--- src/rtl/iopage_pkg.sv ---
// Shared types and constants for the PDP-11 I/O page arbiter.
package iopage_pkg;

  localparam int unsigned IopageAw         = 13;
  localparam int unsigned NxmCyclesDefault = 8;

  typedef enum logic [1:0] {
    StIdle,
    StXfer,
    StResp
  } iopage_state_e;

  typedef struct packed {
    logic [IopageAw-1:0] addr;
    logic                wr;
    logic                byte_op;
    logic [15:0]         wdata;
  } xfer_req_t;

  // Right-justify the addressed byte of a device word on byte reads.
  function automatic logic [15:0] rd_align(input logic [15:0] d, input logic byte_op,
                                           input logic odd);
    if (!byte_op) return d;
    if (odd) return {8'h00, d[15:8]};
    return {8'h00, d[7:0]};
  endfunction

  // Byte writes to odd addresses replicate the low byte onto the high lane.
  function automatic logic [15:0] wr_lanes(input logic [15:0] d, input logic byte_op,
                                           input logic odd);
    if (byte_op && odd) return {d[7:0], d[7:0]};
    return d;
  endfunction

endpackage

--- src/rtl/iopage_arb_if.sv ---
// Requester and device-side signals of the I/O page arbiter.
interface iopage_arb_if
  import iopage_pkg::*;
#(
  parameter int unsigned NDEV = 4
);
  logic                  req0;
  logic                  req1;
  logic [IopageAw-1:0]   addr0;
  logic [IopageAw-1:0]   addr1;
  logic                  wr0;
  logic                  wr1;
  logic                  byte0;
  logic                  byte1;
  logic [15:0]           wdata0;
  logic [15:0]           wdata1;
  logic                  ack0;
  logic                  ack1;
  logic                  err0;
  logic                  err1;
  logic [15:0]           rdata;

  logic [IopageAw-1:0]   iopage_addr;
  logic                  iopage_rd;
  logic                  iopage_wr;
  logic                  iopage_byte_op;
  logic [15:0]           iopage_wdata;
  logic [NDEV-1:0]       dev_decode;
  logic [16*NDEV-1:0]    dev_rdata;

  // Environment side: requesters plus attached devices.
  modport master (
    output req0, req1, addr0, addr1, wr0, wr1, byte0, byte1, wdata0, wdata1,
    output dev_decode, dev_rdata,
    input  ack0, ack1, err0, err1, rdata,
    input  iopage_addr, iopage_rd, iopage_wr, iopage_byte_op, iopage_wdata
  );

  // Arbiter side.
  modport slave (
    input  req0, req1, addr0, addr1, wr0, wr1, byte0, byte1, wdata0, wdata1,
    input  dev_decode, dev_rdata,
    output ack0, ack1, err0, err1, rdata,
    output iopage_addr, iopage_rd, iopage_wr, iopage_byte_op, iopage_wdata
  );
endinterface

--- src/rtl/rr_arb2.sv ---
// Two-request round-robin arbiter; priority flips to the other port after each grant.
module rr_arb2 (
  input  logic       clk,
  input  logic       reset,
  input  logic       en,
  input  logic [1:0] req,
  output logic [1:0] gnt
);
  // prio_q names the port that wins a tie; port 0 after reset.
  logic prio_q;
  logic prio_d;

  always_comb begin
    gnt = 2'b00;
    if (en) begin
      if (req[0] && (!req[1] || !prio_q)) begin
        gnt = 2'b01;
      end else if (req[1]) begin
        gnt = 2'b10;
      end
    end
  end

  always_comb begin
    prio_d = prio_q;
    if (gnt[0]) begin
      prio_d = 1'b1;
    end else if (gnt[1]) begin
      prio_d = 1'b0;
    end
  end

  always_ff @(posedge clk or negedge reset) begin
    if (!reset) begin
      prio_q <= 1'b0;
    end else begin
      prio_q <= prio_d;
    end
  end
endmodule

--- src/rtl/iopage_arb.sv ---
// Two-port I/O page bus sequencer: arbitrates, drives device strobes, muxes read data,
// and aborts with a non-existent-memory error when no device decodes the address.
module iopage_arb
  import iopage_pkg::*;
#(
  parameter int unsigned NDEV       = 4,
  parameter int unsigned NXM_CYCLES = NxmCyclesDefault
) (
  input logic         clk,
  input logic         reset,
  iopage_arb_if.slave bus
);
  localparam int unsigned    CntW    = (NXM_CYCLES > 1) ? $clog2(NXM_CYCLES) : 1;
  localparam logic [CntW-1:0] CntLast = CntW'(NXM_CYCLES - 1);

  iopage_state_e   state_q, state_d;
  logic            port_q, port_d;
  xfer_req_t       req_q, req_d;
  logic [CntW-1:0] cnt_q, cnt_d;
  logic            err_q, err_d;
  logic [15:0]     rdata_q, rdata_d;

  logic [1:0]  gnt;
  logic        idle;
  logic        xfer;
  logic        resp;
  logic        any_dec;
  logic [15:0] sel_data;

  assign idle    = (state_q == StIdle);
  assign xfer    = (state_q == StXfer);
  assign resp    = (state_q == StResp);
  assign any_dec = |bus.dev_decode;

  rr_arb2 u_rr_arb2 (
    .clk   (clk),
    .reset (reset),
    .en    (idle),
    .req   ({bus.req1, bus.req0}),
    .gnt   (gnt)
  );

  // Lowest-index decoding device wins when several claim the address.
  always_comb begin
    sel_data = '0;
    for (int i = NDEV - 1; i >= 0; i--) begin
      if (bus.dev_decode[i]) begin
        sel_data = bus.dev_rdata[16*i +: 16];
      end
    end
  end

  always_comb begin
    state_d = state_q;
    port_d  = port_q;
    req_d   = req_q;
    cnt_d   = cnt_q;
    err_d   = err_q;
    rdata_d = rdata_q;
    unique case (state_q)
      StIdle: begin
        if (gnt != 2'b00) begin
          port_d  = gnt[1];
          req_d   = gnt[1] ? {bus.addr1, bus.wr1, bus.byte1, bus.wdata1}
                           : {bus.addr0, bus.wr0, bus.byte0, bus.wdata0};
          cnt_d   = '0;
          err_d   = 1'b0;
          rdata_d = '0;
          state_d = StXfer;
        end
      end
      StXfer: begin
        if (any_dec) begin
          err_d   = 1'b0;
          rdata_d = req_q.wr ? 16'h0000 : rd_align(sel_data, req_q.byte_op, req_q.addr[0]);
          state_d = StResp;
        end else if (cnt_q == CntLast) begin
          err_d   = 1'b1;
          rdata_d = '0;
          state_d = StResp;
        end else begin
          cnt_d = cnt_q + CntW'(1);
        end
      end
      StResp: begin
        state_d = StIdle;
      end
      default: begin
        state_d = StIdle;
      end
    endcase
  end

  always_ff @(posedge clk or negedge reset) begin
    if (!reset) begin
      state_q <= StIdle;
      port_q  <= 1'b0;
      req_q   <= '0;
      cnt_q   <= '0;
      err_q   <= 1'b0;
      rdata_q <= '0;
    end else begin
      state_q <= state_d;
      port_q  <= port_d;
      req_q   <= req_d;
      cnt_q   <= cnt_d;
      err_q   <= err_d;
      rdata_q <= rdata_d;
    end
  end

  // Device-side outputs are only live during XFER; the write strobe waits for a decode.
  always_comb begin
    bus.iopage_addr    = '0;
    bus.iopage_rd      = 1'b0;
    bus.iopage_wr      = 1'b0;
    bus.iopage_byte_op = 1'b0;
    bus.iopage_wdata   = '0;
    if (xfer) begin
      bus.iopage_addr    = req_q.addr;
      bus.iopage_rd      = !req_q.wr;
      bus.iopage_wr      = req_q.wr && any_dec;
      bus.iopage_byte_op = req_q.byte_op;
      bus.iopage_wdata   = wr_lanes(req_q.wdata, req_q.byte_op, req_q.addr[0]);
    end
  end

  always_comb begin
    bus.ack0  = resp && !err_q && !port_q;
    bus.ack1  = resp && !err_q && port_q;
    bus.err0  = resp && err_q && !port_q;
    bus.err1  = resp && err_q && port_q;
    bus.rdata = resp ? rdata_q : 16'h0000;
  end
endmodule

--- src/flat_wrapper.sv ---
// flat-port wrapper written by rule: the top's interface ports become plain ports
module iopage_arb_flat import iopage_pkg::*;
#(
  parameter int unsigned NDEV       = 4,
  parameter int unsigned NXM_CYCLES = NxmCyclesDefault
)
  (clk, reset, bus_req0, bus_req1, bus_addr0, bus_addr1, bus_wr0, bus_wr1, bus_byte0, bus_byte1, bus_wdata0, bus_wdata1, bus_dev_decode, bus_dev_rdata, bus_ack0, bus_ack1, bus_err0, bus_err1, bus_rdata, bus_iopage_addr, bus_iopage_rd, bus_iopage_wr, bus_iopage_byte_op, bus_iopage_wdata);
  iopage_arb_if #(.NDEV(NDEV)) bus_i ();
  input logic clk;
  input logic reset;
  input wire logic [$bits(bus_i.req0)-1:0] bus_req0;
  input wire logic [$bits(bus_i.req1)-1:0] bus_req1;
  input wire logic [$bits(bus_i.addr0)-1:0] bus_addr0;
  input wire logic [$bits(bus_i.addr1)-1:0] bus_addr1;
  input wire logic [$bits(bus_i.wr0)-1:0] bus_wr0;
  input wire logic [$bits(bus_i.wr1)-1:0] bus_wr1;
  input wire logic [$bits(bus_i.byte0)-1:0] bus_byte0;
  input wire logic [$bits(bus_i.byte1)-1:0] bus_byte1;
  input wire logic [$bits(bus_i.wdata0)-1:0] bus_wdata0;
  input wire logic [$bits(bus_i.wdata1)-1:0] bus_wdata1;
  input wire logic [$bits(bus_i.dev_decode)-1:0] bus_dev_decode;
  input wire logic [$bits(bus_i.dev_rdata)-1:0] bus_dev_rdata;
  output wire logic [$bits(bus_i.ack0)-1:0] bus_ack0;
  output wire logic [$bits(bus_i.ack1)-1:0] bus_ack1;
  output wire logic [$bits(bus_i.err0)-1:0] bus_err0;
  output wire logic [$bits(bus_i.err1)-1:0] bus_err1;
  output wire logic [$bits(bus_i.rdata)-1:0] bus_rdata;
  output wire logic [$bits(bus_i.iopage_addr)-1:0] bus_iopage_addr;
  output wire logic [$bits(bus_i.iopage_rd)-1:0] bus_iopage_rd;
  output wire logic [$bits(bus_i.iopage_wr)-1:0] bus_iopage_wr;
  output wire logic [$bits(bus_i.iopage_byte_op)-1:0] bus_iopage_byte_op;
  output wire logic [$bits(bus_i.iopage_wdata)-1:0] bus_iopage_wdata;
  assign bus_i.req0 = bus_req0;
  assign bus_i.req1 = bus_req1;
  assign bus_i.addr0 = bus_addr0;
  assign bus_i.addr1 = bus_addr1;
  assign bus_i.wr0 = bus_wr0;
  assign bus_i.wr1 = bus_wr1;
  assign bus_i.byte0 = bus_byte0;
  assign bus_i.byte1 = bus_byte1;
  assign bus_i.wdata0 = bus_wdata0;
  assign bus_i.wdata1 = bus_wdata1;
  assign bus_i.dev_decode = bus_dev_decode;
  assign bus_i.dev_rdata = bus_dev_rdata;
  assign bus_ack0 = bus_i.ack0;
  assign bus_ack1 = bus_i.ack1;
  assign bus_err0 = bus_i.err0;
  assign bus_err1 = bus_i.err1;
  assign bus_rdata = bus_i.rdata;
  assign bus_iopage_addr = bus_i.iopage_addr;
  assign bus_iopage_rd = bus_i.iopage_rd;
  assign bus_iopage_wr = bus_i.iopage_wr;
  assign bus_iopage_byte_op = bus_i.iopage_byte_op;
  assign bus_iopage_wdata = bus_i.iopage_wdata;
  iopage_arb #(.NDEV(NDEV), .NXM_CYCLES(NXM_CYCLES)) u_core (.clk(clk), .reset(reset), .bus(bus_i));
endmodule
--- config.mk ---
export PLATFORM = sky130hd
export DESIGN_NAME = iopage_arb_flat
export DESIGN_NICKNAME = d
export VERILOG_FILES = /design/src/rtl/iopage_pkg.sv /design/src/rtl/iopage_arb_if.sv /design/src/rtl/rr_arb2.sv /design/src/rtl/iopage_arb.sv /design/src/flat_wrapper.sv
export SDC_FILE = /design/constraint.sdc
export NUM_CORES = 1
export LEC_CHECK = 0
export BUFFER_PORTS_ARGS = -buffer_cell sky130_fd_sc_hd__buf_2
export CORE_ASPECT_RATIO = 0.75
export CORE_MARGIN = 2
export CORE_UTILIZATION = 48
export DETAILED_ROUTE_END_ITERATION = 8
export PLACE_DENSITY = 0.86
export REMOVE_ABC_BUFFERS = 1
export SLEW_MARGIN = 20
export SYNTH_ARGS = -nofsm -noshare
export SYNTH_HDL_FRONTEND = slang
export SYNTH_SLANG_ARGS = --single-unit
--- constraint.sdc ---
create_clock -name clk -period 4.7 [get_ports clk]
set_clock_uncertainty 0.15 [all_clocks]
set_input_delay 0.47 -clock clk [delete_from_list [all_inputs] [get_ports clk]]
set_output_delay 0.47 -clock clk [all_outputs]
set_load 0.03 [all_outputs]
==> metrics.cfg, run 1 <==
[route]
first_pass_iters = 5
wl_per_cell_um = 15.72
routed_wirelength_mm = 9.602
route.vias.total = 3378
detail_route.drc_violations = 0
dr.first_iter.drc_count = 178
antenna_violating_nets_post_route = 0
route.detailed.vias_per_inst = 5.529

[min_path]
holdCritPathClass = in -> async

[worst_setup_path]
worstPathArrival_ns = 1.95
worstSetupEndpointType = output pin
crit_path_max_fanout = 21
worstSetupStartpointType = flip-flop
crit_chain = and2_1 -> nand2_1 -> a21oi_1 -> buf_2
criticalPathCategory = reg -> out
critPathSlowestCell = sky130_fd_sc_hd__and2_1
required_ns = 4.08
worst_path_largest_cell_delay_ns = 0.69

[timing]
maxSlewHeadroom_pct = 28.78
setup-tns-final_ns = 0
grt_setup_unrepaired = false
worst-slew-pin-transition_ns = 1.067
final_hold_viol_count = 0
fin_ws_ns = 2.128
timing.hold.ws_ns = 0.1282
slew_violations = 0
finalWorstPathRequiredPeriod_ns = 2.572
fmax_mhz = 388.7
fin_crit_share_pct = 54.73
number_of_failing_setup_endpoints_in_the_final_timing_report = 0

[floorplanning]
io-pin-count = 186
floorplan.rows = 26
fp.dieArea_um2 = 7574
dieHeight_um = 75.87
design.core.area_um2 = 6734
initial_utilization_pct = 49.09
die_w_um = 99.83

[yosys]
synth.distinct_cells = 41
synth_area_leader_cell = sky130_fd_sc_hd__dfrtp_1
post_synth_most_frequent_cells = sky130_fd_sc_hd__dfrtp_1, sky130_fd_sc_hd__nor2_1, sky130_fd_sc_hd__a21oi_1
ys.flop_type = sky130_fd_sc_hd__dfrtp_1
synth_top_cells_by_area = sky130_fd_sc_hd__dfrtp_1, sky130_fd_sc_hd__mux2i_1, sky130_fd_sc_hd__and2_1
yosys_warnings = 0
most_instantiated_library_cell_after_synthesis = sky130_fd_sc_hd__dfrtp_1
synth_edf_count = 0
syn_inst = 358
number_of_synthesized_register_bits = 55
synth_largest_type_area_fraction_pct = 41.64
post_synth.cell_area_avg_um2 = 9.234
synth-async-reset-ratio_pct = 100.0
netlist_area_um2 = 3306
sequential_cell_area_fraction_in_the_yosys_report_pct = 41.64

[job]
timing.max_cap.violations = 0

[global_routing]
globalRouteMet2Util_pct = 40.99
grt_use_met3_pct = 4.220
number_of_antenna_violations_at_the_first_check_in_global_routing = 0
grt_pass1_vias = 3154
grt_max_degree = 68
gr-usage-all-layers_pct = 24.28
grt_pass1_wl_mm = 14.73
grt_overflow_total = 0
global_route.peak_usage_layer = met2
grt_util_met1_pct = 32.64

[clocking]
cts_made_buffers = 5
tritoncts_clock_tree = yes
clock-root-buffer = sky130_fd_sc_hd__clkbuf_8
cts_resized = 0
path_clk_slew_ns = 0.10
cts_htree_levels = 2
cts_num_sinks = 55
worst_skew_pair.late_latency_ns = 0.31
clockBufferDepth = 2
post_cts.repair.setup_buffers = 0
postCtsHoldBufs = 0

[layout]
final_layout_fill_cell_count = 579
syn_to_final_growth_pct = 31.15
drive_gt1_share_pct = 40.23
final_area_um2 = 4335
n_antenna_cell = 0
design.final.nets = 662

[pwr]
power_density_nw_per_um2 = 589.2
netSwitchingPower_uw = 1226
share_comb_of_total_power_pct = 55.7
power_switching_share_pct = 48.00
vdd_drop_max_v = 0.0003249
power_frac_seq_pct = 31.7
leakagePower_uw = 0.002361
cellInternalPower_uw = 1328
fin_total_pwr_uw = 2554
clockPowerShare_pct = 12.6

[placed_design]
detailed_place.area_um2 = 4212
detailedPlacementHpwl_mm = 7.342
pre_cts_ws_ns = 2.178
buffer_ports.inserted = 185
gp_congestion = 1.021

[run_status]
result_of_the_run = finished clean

-- registers in the layout, summed over array words and instances, names as in the netlist --
name and flops:
u_core.err_q 1, u_core.cnt_q 3, u_core.req_q 31, u_core.state_q 2, u_core.u_rr_arb2.prio_q 1, u_core.rdata_q 16, u_core.port_q 1
-- cells by family (layout without fill, tap and decap cells) --
family | Yosys count | in the layout | share of synthesized area, %
mux | 34 | 34 | 10.30
fa+ha+maj | 2 | 2 | 0.7569
buf+inv | 29 | 198 | 4.769
compound gates | 103 | 103 | 21.27
simple gates | 135 | 135 | 21.27
flops | 55 | 55 | 41.64
-- power groups by stage --
| stage | clock [µW] | sequential, µW | combinational, µW |
|---|---|---|---|
| 2_1_floorplan | 0 | 776 | 1020 |
| 3_3_place_gp | 0 | 804 | 1380 |
| 3_5_place_dp | 0 | 817 | 1420 |
| 4_1_cts | 326 | 808 | 1420 |
| 5_1_grt | 353 | 836 | 1550 |
| 6_report | 321 | 810 | 1420 |
-- final timing paths --
kind,from,endpoint,slack [ns],cells after the start
max,u_core.req_q[16],bus_iopage_wdata[15],2.13,4
max in group asynchronous,reset,u_core.req_q[16],3.82,2
min,reset,u_core.rdata_q[15],0.13,2
min in group clk,bus_req1,u_core.u_rr_arb2.prio_q,0.26,2
min reg2reg,u_core.rdata_q[4],u_core.rdata_q[4],0.34,1
max reg2reg,u_core.state_q[0],u_core.req_q[0],2.27,4
-- placed cells by master, fill, tap and decap left out, drive strengths merged --
cell type / Yosys / layout
nor4: 4 / 4
a32o: 5 / 5
or2: 1 / 1
a221o: 3 / 3
dfrtp: 55 / 55
inv: 3 / 4
o21ai: 10 / 10
nor2: 52 / 52
clkbuf: 11 / 5
a221oi: 15 / 15
and3: 1 / 1
nand2: 21 / 21
ha: 2 / 2
a21oi: 46 / 46
buf: 15 / 187
a31oi: 1 / 1
o22ai: 10 / 10
nand2b: 4 / 4
a22o: 8 / 8
nor3: 2 / 2
a211oi: 1 / 1
o21a: 1 / 1
or3b: 1 / 1
clkinvlp: 0 / 1
nor2b: 3 / 3
or3: 1 / 1
mux2i: 34 / 34
bufinv: 0 / 1
and2: 40 / 40
and3b: 2 / 2
nand3: 2 / 2
nor3b: 1 / 1
o31ai: 3 / 3
-- critical path, delay by kind of cell (launching register included) --
family,cells,cell delay (ns)
flops,1,0.44
compound gates,1,0.16
simple gates,2,0.82
buf+inv,1,0.23
-- stage by stage --
stage          std cells  utilization (%)
2_1_floorplan        332                -
3_3_place_gp         603            62.54
3_5_place_dp         603            62.54
4_1_cts              611            64.25
5_1_grt              611            64.38
6_report             611            64.38
-- layer usage --
| metal | part of all wire (%) | up-vias | routed length [µm] |
|---|---|---|---|
| li1 | - | 1621 | - |
| met1 | 42 | 1611 | 4049 |
| met2 | 51 | 124 | 4883 |
| met3 | 5.0 | 22 | 477 |
| met4 | 2.0 | 0 | 192 |
| met5 | 0 | - | 0 |
-- cell type report --
cell class / instances / area, µm² / area share [%]
multi-input cells: 274 / 1787 / 41.21
repair buffers: 187 / 940.9 / 21.70
clock inverters: 3 / 46.29 / 1.068
well taps: 84 / 105.1 / 2.424
flip-flops and latches: 55 / 1376 / 31.75
inverters: 3 / 11.26 / 0.2597
clock buffers: 5 / 68.82 / 1.587
No activity file was read; power rests on OpenSTA's default activity.
==> run 2: changes to the inputs <==
--- a/config.mk
+++ b/config.mk
@@ -5,12 +5,13 @@
 export SDC_FILE = /design/constraint.sdc
 export NUM_CORES = 1
 export LEC_CHECK = 0
+export ABC_AREA = 1
 export BUFFER_PORTS_ARGS = -buffer_cell sky130_fd_sc_hd__buf_2
 export CORE_ASPECT_RATIO = 0.75
 export CORE_MARGIN = 2
-export CORE_UTILIZATION = 48
+export CORE_UTILIZATION = 42
 export DETAILED_ROUTE_END_ITERATION = 8
-export PLACE_DENSITY = 0.86
+export PLACE_DENSITY = 0.78
 export REMOVE_ABC_BUFFERS = 1
 export SLEW_MARGIN = 20
 export SYNTH_ARGS = -nofsm -noshare
==> constraint.sdc (replaced) <==
create_clock -name clk -period 2.23 [get_ports clk]
set_clock_uncertainty 0.15 [all_clocks]
set_input_delay 0.223 -clock clk [delete_from_list [all_inputs] [get_ports clk]]
set_output_delay 0.223 -clock clk [all_outputs]
set_load 0.03 [all_outputs]
==> metrics.cfg, run 2 <==
[yosys]
synth_edf_count = 0  ; unchanged
most_instantiated_library_cell_after_synthesis = sky130_fd_sc_hd__nand2_1
yosys_warnings = 0  ; unchanged
synth_top_cells_by_area = sky130_fd_sc_hd__dfrtp_1, sky130_fd_sc_hd__nand2_1, sky130_fd_sc_hd__nor2_1
sequential_cell_area_fraction_in_the_yosys_report_pct = 38.13  ; -3.5 points
synth_largest_type_area_fraction_pct = 38.13  ; -3.5 points
synth-async-reset-ratio_pct = 100.0  ; unchanged
synth.distinct_cells = 28  ; -32%
synth_area_leader_cell = sky130_fd_sc_hd__dfrtp_1
syn_inst = 550  ; +54%
ys.flop_type = sky130_fd_sc_hd__dfrtp_1
post_synth_most_frequent_cells = sky130_fd_sc_hd__nand2_1, sky130_fd_sc_hd__nor2_1, sky130_fd_sc_hd__inv_1
number_of_synthesized_register_bits = 55  ; unchanged
netlist_area_um2 = 3610  ; +9.2%
post_synth.cell_area_avg_um2 = 6.563  ; -29%

[pwr]
fin_total_pwr_uw = 5827  ; +130%
vdd_drop_max_v = 0.0006525  ; +100%
leakagePower_uw = 0.002701  ; +14%
power_density_nw_per_um2 = 1225  ; +110%

[route]
route.detailed.vias_per_inst = 4.862  ; -12%
detail_route.drc_violations = 0  ; unchanged
first_pass_iters = 6  ; +1
wl_per_cell_um = 12.36  ; -21%
antenna_violating_nets_post_route = 0  ; unchanged
dr.first_iter.drc_count = 236  ; +33%
routed_wirelength_mm = 10.25  ; +6.7%
route.vias.total = 4031  ; +19%

[timing]
number_of_failing_setup_endpoints_in_the_final_timing_report = 0  ; unchanged
slew_violations = 0  ; unchanged
setup-tns-final_ns = 0  ; unchanged
fin_crit_share_pct = 88.04
final_hold_viol_count = 0  ; unchanged
grt_setup_unrepaired = false
worst-slew-pin-transition_ns = 0.5339  ; -0.5332 ns
fmax_mhz = 509.4
finalWorstPathRequiredPeriod_ns = 1.963
maxSlewHeadroom_pct = 64.27  ; +35 points

[worst_setup_path]
worstPathArrival_ns = 1.59  ; -0.36 ns
worst_path_largest_cell_delay_ns = 0.40  ; -0.29 ns
crit_path_max_fanout = 17  ; -19%
worstSetupEndpointType = output pin
crit_chain = nand2_1 -> clkinvlp_4 -> o21ai_0 -> a21oi_1 -> buf_2
critPathSlowestCell = sky130_fd_sc_hd__dfrtp_1
required_ns = 1.86  ; -2.22 ns
worstSetupStartpointType = flip-flop
criticalPathCategory = reg -> out

[layout]
most_frequent_cells_in_the_layout = sky130_fd_sc_hd__buf_2, sky130_fd_sc_hd__nand2_1, sky130_fd_sc_hd__nor2_1
largest_reg_flops = 31  ; unchanged
postLayoutCoreUtil_pct = 56.53  ; -7.9 points
ff_latch_area_um2 = 1376  ; unchanged
final_area_um2 = 4758  ; +9.8%
n_antenna_cell = 0  ; unchanged
final_common_cell = sky130_fd_sc_hd__buf_2
drive_gt1_share_pct = 31.62  ; -8.6 points
final_cells = 829  ; +36%
registers.top_by_ff_count = u_core.req_q
largestRegisters = u_core.req_q: 31 flops, u_core.rdata_q: 16 flops, u_core.cnt_q: 3 flops
design.final.nets = 857  ; +29%
multiInputGateArea_um2 = 1815  ; +1.6%
syn_to_final_growth_pct = 31.82
final_layout_fill_cell_count = 865  ; +49%

[clocking]
clockBufferDepth = 2  ; unchanged
worst_skew_pair.late_latency_ns = 0.29  ; -0.02 ns
cts_num_sinks = 55  ; unchanged
cts_made_buffers = 5  ; unchanged
path_clk_slew_ns = 0.07  ; -0.03 ns
cts_htree_levels = 2  ; unchanged
clock-root-buffer = sky130_fd_sc_hd__clkbuf_16
tritoncts_clock_tree = yes
post_cts.repair.setup_buffers = 0  ; unchanged

[global_routing]
gr-usage-all-layers_pct = 21.72  ; -2.6 points
grt_max_degree = 48  ; -29%
grt_pass1_vias = 3873  ; +23%
grt_pass1_wl_mm = 17.07  ; +16%
number_of_antenna_violations_at_the_first_check_in_global_routing = 0  ; unchanged
grt_overflow_total = 0  ; unchanged

[floorplanning]
die_w_um = 111.1  ; +11%
io-pin-count = 186  ; unchanged
design.core.area_um2 = 8418  ; +25%
dieHeight_um = 84.29  ; +11%
floorplan.rows = 29  ; +12%
fp.dieArea_um2 = 9360  ; +24%
initial_utilization_pct = 42.88  ; -6.2 points

[placed_design]
detailed_place.area_um2 = 4579  ; +8.7%
buffer_ports.inserted = 185  ; unchanged
gp_congestion = 0.8793  ; -14%
detailedPlacementHpwl_mm = 8.091  ; +10%
placedCellCount = 821  ; +36%

[run_status]
result_of_the_run = finished clean

[min_path]
holdCritPathClass = in -> reg

[job]
timing.max_cap.violations = 0  ; unchanged

[run 2: changes by cell type after synthesis, sizes merged, moves of 7 or more]
cell,previous run,this run
a31oi,1,31
and2,40,0
o22ai,10,0
nor2,52,99
nand2,21,172
clkbuf,11,4
buf,15,27
nand3,2,32
inv,3,63
mux2i,34,0
o21ai,10,22
a21oi,46,28
a22o,8,0
a221oi,15,0
[run 2: final timing paths]
path | from | endpoint | slack (ns) | cells after the start
hold / removal | bus_wdata0[2] | u_core.req_q[2] | 0.03 | 3
max in group asynchronous | reset | u_core.req_q[11] | 1.31 | 3
setup reg to reg | u_core.cnt_q[0] | u_core.rdata_q[13] | 0.41 | 5
setup / recovery | u_core.req_q[18] | bus_iopage_wdata[9] | 0.27 | 5
min in group asynchronous | reset | u_core.req_q[1] | 0.32 | 3
hold reg to reg | u_core.cnt_q[0] | u_core.cnt_q[0] | 0.35 | 1
[run 2: area by class of cell]
cell class              count  area share [%]
flip-flops and latches     55           28.92
multi-input cells         399           38.15
well taps                 108           2.840
clock inverters             2          0.7889
repair buffers            195           21.35
inverters                  65           5.312
clock buffers               5           2.630
[run 2: where the power goes]
group	total (µW)	internal, µW	switching, µW
registers	1720	1440	274
logic	3240	993	2250
clock network	867	524	343
[run 2: cell families after synthesis]
logic type | after synthesis | synth area share [%]
flip-flops | 55 | 38.13
AND/OR/NAND/NOR | 314 | 36.40
adder cells (fa/ha/maj) | 2 | 0.6931
buffers and inverters | 96 | 11.65
AO/OA/AOI/OAI | 83 | 13.14
[run 2: critical path, delay by kind of cell (launching register included)]
| family | cells | cell delay (ns) |
|---|---|---|
| AO/OA/AOI/OAI | 2 | 0.32 |
| buffers and inverters | 2 | 0.44 |
| flip-flops | 1 | 0.40 |
| AND/OR/NAND/NOR | 1 | 0.14 |
[run 2: routing by layer]
metal | vias up | share of wire [%] | track usage (%)
met5 | - | 0 | 0
met4 | 0 | 1.4 | 5.387
met3 | 18 | 4.9 | 3.899
met2 | 104 | 48 | 37.48
met1 | 1838 | 45 | 28.70
li1 | 2071 | - | -
[run 2: timing repair]
action,4_1_cts,5_1_grt
gates resized for setup,0,2
setup endpoints to repair,0,4
endpoints found under the hold margin,55,0
hold buffers,1,0
[run 2: metrics by stage]
stage                     worst slack, ns  hold slack [ns]
after floorplan                   0.05376          -0.2226
after global placement             0.4875          0.08550
after detailed placement           0.3992          0.09594
after CTS                          0.1434          0.02794
after global routing              0.08358          0.03298
final                              0.2667          0.03002
